===== src/rtl/mips_bus_fabric.sv =====
// Memory-mapped interconnect: one-hot slave decode, ready handshake with timeout/bus error.
// Optional BUS_FABRIC_ERR_ADDR_EN keeps the address of the last faulting access on err_addr.
module mips_bus_fabric #(
    parameter int ADDR_WIDTH     = 32,
    parameter int DATA_WIDTH     = 32,
    parameter int NUM_SLAVES     = 4,
    parameter int TIMEOUT_CYCLES = 16,
    parameter int ERR_CNT_WIDTH  = 8
) (
    input  logic                                   clk,
    input  logic                                   rst,
    input  logic                                   m_req,
    input  logic [ADDR_WIDTH-1:0]                  m_addr,
    input  logic                                   m_wr_en,
    input  logic [DATA_WIDTH-1:0]                  m_wr_data,
    output logic [DATA_WIDTH-1:0]                  m_rd_data,
    output logic                                   m_ready,
    output logic                                   m_err,
    output logic [NUM_SLAVES-1:0]                  s_sel,
    output logic [ADDR_WIDTH-$clog2(NUM_SLAVES)-1:0] s_addr,
    output logic [DATA_WIDTH-1:0]                  s_wr_data,
    output logic                                   s_wen,
    output logic                                   s_ren,
    input  logic [NUM_SLAVES*DATA_WIDTH-1:0]       s_rd_data,
    input  logic [NUM_SLAVES-1:0]                  s_ready,
    output logic [ERR_CNT_WIDTH-1:0]               err_cnt,
    output logic [ADDR_WIDTH-1:0]                  err_addr
);

    localparam int SEL_WIDTH = $clog2(NUM_SLAVES);
    localparam int LOC_WIDTH = ADDR_WIDTH - SEL_WIDTH;
    localparam int CNT_WIDTH = $clog2(TIMEOUT_CYCLES);

    typedef enum logic [1:0] {
        IDLE   = 2'd0,
        ACCESS = 2'd1,
        RESP   = 2'd2
    } state_t;

    state_t                 state;
    state_t                 state_nx;
    logic [SEL_WIDTH-1:0]   idx;
    logic [SEL_WIDTH-1:0]   m_idx;
    logic [LOC_WIDTH-1:0]   loc;
    logic                   wr_en;
    logic [DATA_WIDTH-1:0]  wr_data;
    logic [DATA_WIDTH-1:0]  rd_data;
    logic [DATA_WIDTH-1:0]  sel_data;
    logic                   err;
    logic                   dec_err;
    logic                   sel_ready;
    logic                   timeout;
    logic [CNT_WIDTH-1:0]   cnt;
    logic [NUM_SLAVES-1:0]  sel_oh;

    assign m_idx   = m_addr[ADDR_WIDTH-1 -: SEL_WIDTH];
    assign dec_err = {1'b0, m_idx} >= (SEL_WIDTH + 1)'(NUM_SLAVES);

    // idx is only in range while in ACCESS; outside it the decode is masked off
    always_comb begin
        sel_oh   = '0;
        sel_data = '0;
        for (int i = 0; i < NUM_SLAVES; i++) begin
            if (idx == SEL_WIDTH'(i)) begin
                sel_oh[i] = 1'b1;
                sel_data  = s_rd_data[i*DATA_WIDTH +: DATA_WIDTH];
            end
        end
    end

    assign sel_ready = |(s_ready & sel_oh);
    assign timeout   = cnt == CNT_WIDTH'(TIMEOUT_CYCLES - 1);

    always_ff @(posedge clk) begin
        if (rst) begin
            state <= IDLE;
        end else begin
            state <= state_nx;
        end
    end

    always_comb begin
        state_nx = state;
        case (state)
            IDLE: begin
                if (m_req) begin
                    state_nx = dec_err ? RESP : ACCESS;
                end
            end
            ACCESS: begin
                if (sel_ready || timeout) begin
                    state_nx = RESP;
                end
            end
            RESP:    state_nx = IDLE;
            default: state_nx = IDLE;
        endcase
    end

    always_comb begin
        s_sel     = '0;
        s_addr    = '0;
        s_wr_data = '0;
        s_wen     = 1'b0;
        s_ren     = 1'b0;
        m_ready   = 1'b0;
        m_rd_data = '0;
        m_err     = 1'b0;
        if (state == ACCESS) begin
            s_sel     = sel_oh;
            s_addr    = loc;
            s_wr_data = wr_data;
            s_wen     = wr_en;
            s_ren     = ~wr_en;
        end
        if (state == RESP) begin
            m_ready   = 1'b1;
            m_rd_data = rd_data;
            m_err     = err;
        end
    end

    always_ff @(posedge clk) begin
        if (rst) begin
            idx     <= '0;
            loc     <= '0;
            wr_en   <= 1'b0;
            wr_data <= '0;
            rd_data <= '0;
            err     <= 1'b0;
            cnt     <= '0;
            err_cnt <= '0;
        end else begin
            case (state)
                IDLE: begin
                    if (m_req) begin
                        idx     <= m_idx;
                        loc     <= m_addr[LOC_WIDTH-1:0];
                        wr_en   <= m_wr_en;
                        wr_data <= m_wr_data;
                        rd_data <= '0;
                        err     <= dec_err;
                        cnt     <= '0;
                    end
                end
                ACCESS: begin
                    // a ready in the timeout cycle still completes cleanly
                    if (sel_ready) begin
                        err <= 1'b0;
                        if (!wr_en) begin
                            rd_data <= sel_data;
                        end
                    end else begin
                        cnt <= cnt + 1'b1;
                        if (timeout) begin
                            err     <= 1'b1;
                            rd_data <= '0;
                        end
                    end
                end
                RESP: begin
                    if (err && err_cnt != '1) begin
                        err_cnt <= err_cnt + 1'b1;
                    end
                end
                default: ;
            endcase
        end
    end

`ifdef BUS_FABRIC_ERR_ADDR_EN
    logic [ADDR_WIDTH-1:0] err_addr_q;

    always_ff @(posedge clk) begin
        if (rst) begin
            err_addr_q <= '0;
        end else if (state == RESP && err) begin
            err_addr_q <= {idx, loc};
        end
    end

    assign err_addr = err_addr_q;
`else
    assign err_addr = '0;
`endif

endmodule

===== config.mk =====
export PLATFORM = sky130hd
export DESIGN_NAME = mips_bus_fabric
export DESIGN_NICKNAME = d
export VERILOG_FILES = /design/src/rtl/mips_bus_fabric.sv
export SDC_FILE = /design/constraint.sdc
export NUM_CORES = 1
export LEC_CHECK = 0
export CAP_MARGIN = 20
export CORE_UTILIZATION = 35
export DETAILED_ROUTE_END_ITERATION = 7
export GPL_TIMING_DRIVEN = 0
export PLACE_DENSITY_LB_ADDON = 0.2
export SYNTH_ARGS = -nofsm -noshare
export SYNTH_HDL_FRONTEND = slang
export SYNTH_SLANG_ARGS = --single-unit

===== constraint.sdc =====
create_clock -name clk -period 1.8 [get_ports clk]
set_input_delay 0.36 -clock clk [delete_from_list [all_inputs] [get_ports clk]]
set_output_delay 0.36 -clock clk [all_outputs]
set_load 0.05 [all_outputs]

==> run_results.csv <==
group,metric,value,unit
logic_synthesis,synth_top_area_share,38.1,%
logic_synthesis,syn_inst,730,
logic_synthesis,synth-edff-count,0,
die,start_util,35.6,%
die,die-area,0.0174,mm²
placed_design,dp_cells,1290,
finish,fill_cells,1411,
clock_network,root_buffer,"clkbuf_16",
placed_design,dpl.hpwl,14.9,mm
logic_synthesis,yosys-top-cells-area,"dfxtp_1 (38%), nand2_1 (11%), and2_1 (10%)",
detailed_routing,via_per_inst,4.66,
sta,rsz0062_at_grt,"yes",
sta,finalHoldViolCount,0,
job,maxCapViolCount,0,
power,total_leakage_power,4.56,nW
clock_network,clk_pin_slew,0.08,ns
finish,diodes,0,
sta,fin_crit,1.96,ns
sta,tns,-14.97,ns
status,status,"finished, violations left",
worst_setup_path,path_max_fanout,10,
worst_setup_path,rrSetupSlack,-0.10,ns
sta,setup_viol,130,
worst_hold_path,hp-class,"reg -> reg",
logic_synthesis,ys.flop_type,"dfxtp_1",
logic_synthesis,ys_seq_elements,112,
detailed_routing,ant_nets,0,
logic_synthesis,yosys_warnings,0,
global_route,grt_pass1_vias,5851,
finish,syn_to_final_growth,88.4,%
die,die_y,132,µm
sta,max-slew-margin-rel,59.1,%
logic_synthesis,yosysSeqAreaShare,38.1,%
die,fp-row-count,47,
worst_hold_path,hold_depth,2,
worst_setup_path,startpoint_type,"flop",
global_route,grt_pass1_wl,31.2,mm
detailed_routing,wl_per_cell,15.2,µm
detailed_routing,drc_errors,0,
global_route,track_usage,23.1,%
worst_setup_path,cp.required,1.44,ns
logic_synthesis,syn_avg_cell_area,8.07,µm²
power,p_per_area,615,mW/mm²
die,core-area,0.0165,mm²
sta,drv_slew,0,
worst_setup_path,reg2reg_from,"idx[1]",
detailed_routing,first_pass_iters,4,
sta,min_period_over_period,109,%
global_route,grt_max_degree,19,
sta,fin_ws,-0.156,ns
detailed_routing,routed_wl,20.3,mm
worst_setup_path,rr_endpoint,"rd_data[10]",
detailed_routing,dr.first_iter.drc_count,243,
die,ios,342,
die,die_x,132,µm
logic_synthesis,yosysTopAreaCell,"dfxtp_1",
detailed_routing,num_vias,6213,
global_route,antenna_found_initial,0,
finish,drive_gt1_share,36.2,%
worst_setup_path,arrival,1.60,ns
clock_network,worstSkewPairLatency,0.36,ns
finish,fin_util,67.2,%
finish,instances_no_fill,1332,
clock_network,cts_buffers,9,
logic_synthesis,synth-async-reset-ratio,0,%
finish,final_nets,1309,
worst_hold_path,holdPathEnd,"wr_data[21]",
sta,final.setup_skew,0.0107,ns
clock_network,cts_buffer_depth,2,
sta,tightest_slew,0.614,ns
worst_setup_path,r2r_cells,6,
sta,whs,0.451,ns
global_route,grt_overflow,0,
logic_synthesis,syn-cell-area,0.00589,mm²
clock_network,htree_levels,3,
status,violations,"negative setup slack",
worst_setup_path,setup.worst_path.class,"reg -> out",
sta,max_freq,511,MHz
placed_design,gp_congestion,0.831,
clock_network,cts.sinks,112,
placed_design,port_buffers,309,
clock_network,cts_tree,"built",
worst_hold_path,min_from,"wr_data[21]",
power,peakVddDrop,0.479,mV
logic_synthesis,synth_cell_types,42,
worst_setup_path,cp-end-kind,"output port",
==> kinds of logic after synthesis <==
logic type	share of synthesized area, %
buf+inv	10.1
fa+ha+maj	0.425
xor+xnor	0.892
mux	13.3
compound gates	12.5
other cells	0.0637
simple gates	24.7
flops	38.1
==> placed cells by master, fill, tap and decap left out, types with 3 or more instances in the layout <==
master,netlist,final
dfxtp_1,112,107
dlygate4sd2_1,0,7
and2_2,0,27
clkdlybuf4s50_1,0,197
clkbuf_2,0,21
nand3_1,7,7
clkbuf_1,43,7
a211oi_1,3,3
xnor2_1,5,5
conb_1,1,32
buf_2,1,6
o221ai_2,1,31
buf_8,0,89
nand2_1,166,165
inv_1,34,34
a21oi_1,67,67
and2_4,0,67
buf_6,4,34
buf_12,0,5
dfxtp_4,0,3
mux2i_1,34,34
clkbuf_16,0,12
nor3_1,6,5
and3_1,5,4
buf_4,32,46
nor2_1,16,14
mux2_2,36,36
==> cell usage after synthesis, types with 2 or more instances <==
cell type,n
buf_4,32
ha_1,2
nor3_1,6
nand2_1,166
buf_6,4
clkbuf_1,43
nand2b_1,2
a211oi_1,3
o221ai_1,30
nand3_1,7
o21ai_0,2
dfxtp_1,112
and3_1,5
nor2_1,16
nor2b_1,3
and2_1,96
a21oi_1,67
inv_1,34
buf_1,4
mux2_2,36
nor3b_1,2
mux2i_1,34
xnor2_1,5
==> where the power goes <==
part           internal (mW)  switching (mW)
Clock                   1.13           0.965
Sequential              2.61          0.0776
Combinational           1.05           0.986
Total                   4.80            2.03
==> sequential cells by signal (all words and copies together) (netlist names) <==
signal and count:
idx 2, err_cnt 8, rd_data 32, state 2, wr_en 1, cnt 4, loc 30, wr_data 32
err 1
==> final cells by class <==
class | instances | area (µm²) | area share (%)
buffer | 80 | 636 | 5.73
clock buffer | 11 | 243 | 2.19
clock inverter | 5 | 62.6 | 0.564
inverter | 34 | 128 | 1.15
multi-input combinational | 531 | 3630 | 32.7
sequential | 112 | 2260 | 20.3
tap | 220 | 275 | 2.48
timing repair buffer | 339 | 3860 | 34.8
==> layer usage <==
layer	global-route usage (%)	up-vias	share of wire (%)
li1	-	3103	-
met1	28.3	2886	42
met2	39.6	193	50
met3	5.46	31	5.5
met4	7.95	0	2.4
met5	0	-	0
==> metrics by stage <==
stage | setup WS (ns) | area (µm²) | total power, mW
2_1_floorplan | -0.104 | 6150 | 3.70
3_3_place_gp | -1.21 | 9520 | 4.41
3_5_place_dp | -1.18 | 9520 | 4.42
4_1_cts | -0.223 | 10800 | 6.79
5_1_grt | -0.226 | 11100 | 7.13
6_report | -0.156 | 11100 | 6.82
==> how the worst max path moves through the flow <==
stage                     slack (ns)      from            end
after floorplan                -0.10    idx[0]       s_sel[1]
after global placement         -1.21  state[0]   s_wr_data[5]
after detailed placement       -1.18  state[0]   s_wr_data[5]
after CTS                      -0.22    idx[0]    rd_data[22]
after global routing           -0.23  state[0]  s_wr_data[17]
final                          -0.16  state[0]  s_wr_data[17]
==> repair_timing <==
action	in CTS	in global routing
setup buffers	17	4
pin swaps	41	12
setup endpoints to repair	190	194
gates cloned	9	0
hold buffers	0	0
resized for setup	909	106
==> critical path, cell delays in order (launching register included) <==
cell,delay [ns]
dfxtp_4,0.40
nor2b_4,0.24
buf_8,0.16
buf_8,0.12
and2_2,0.15
buf_6,0.15
(Power assumes the default switching activity.)
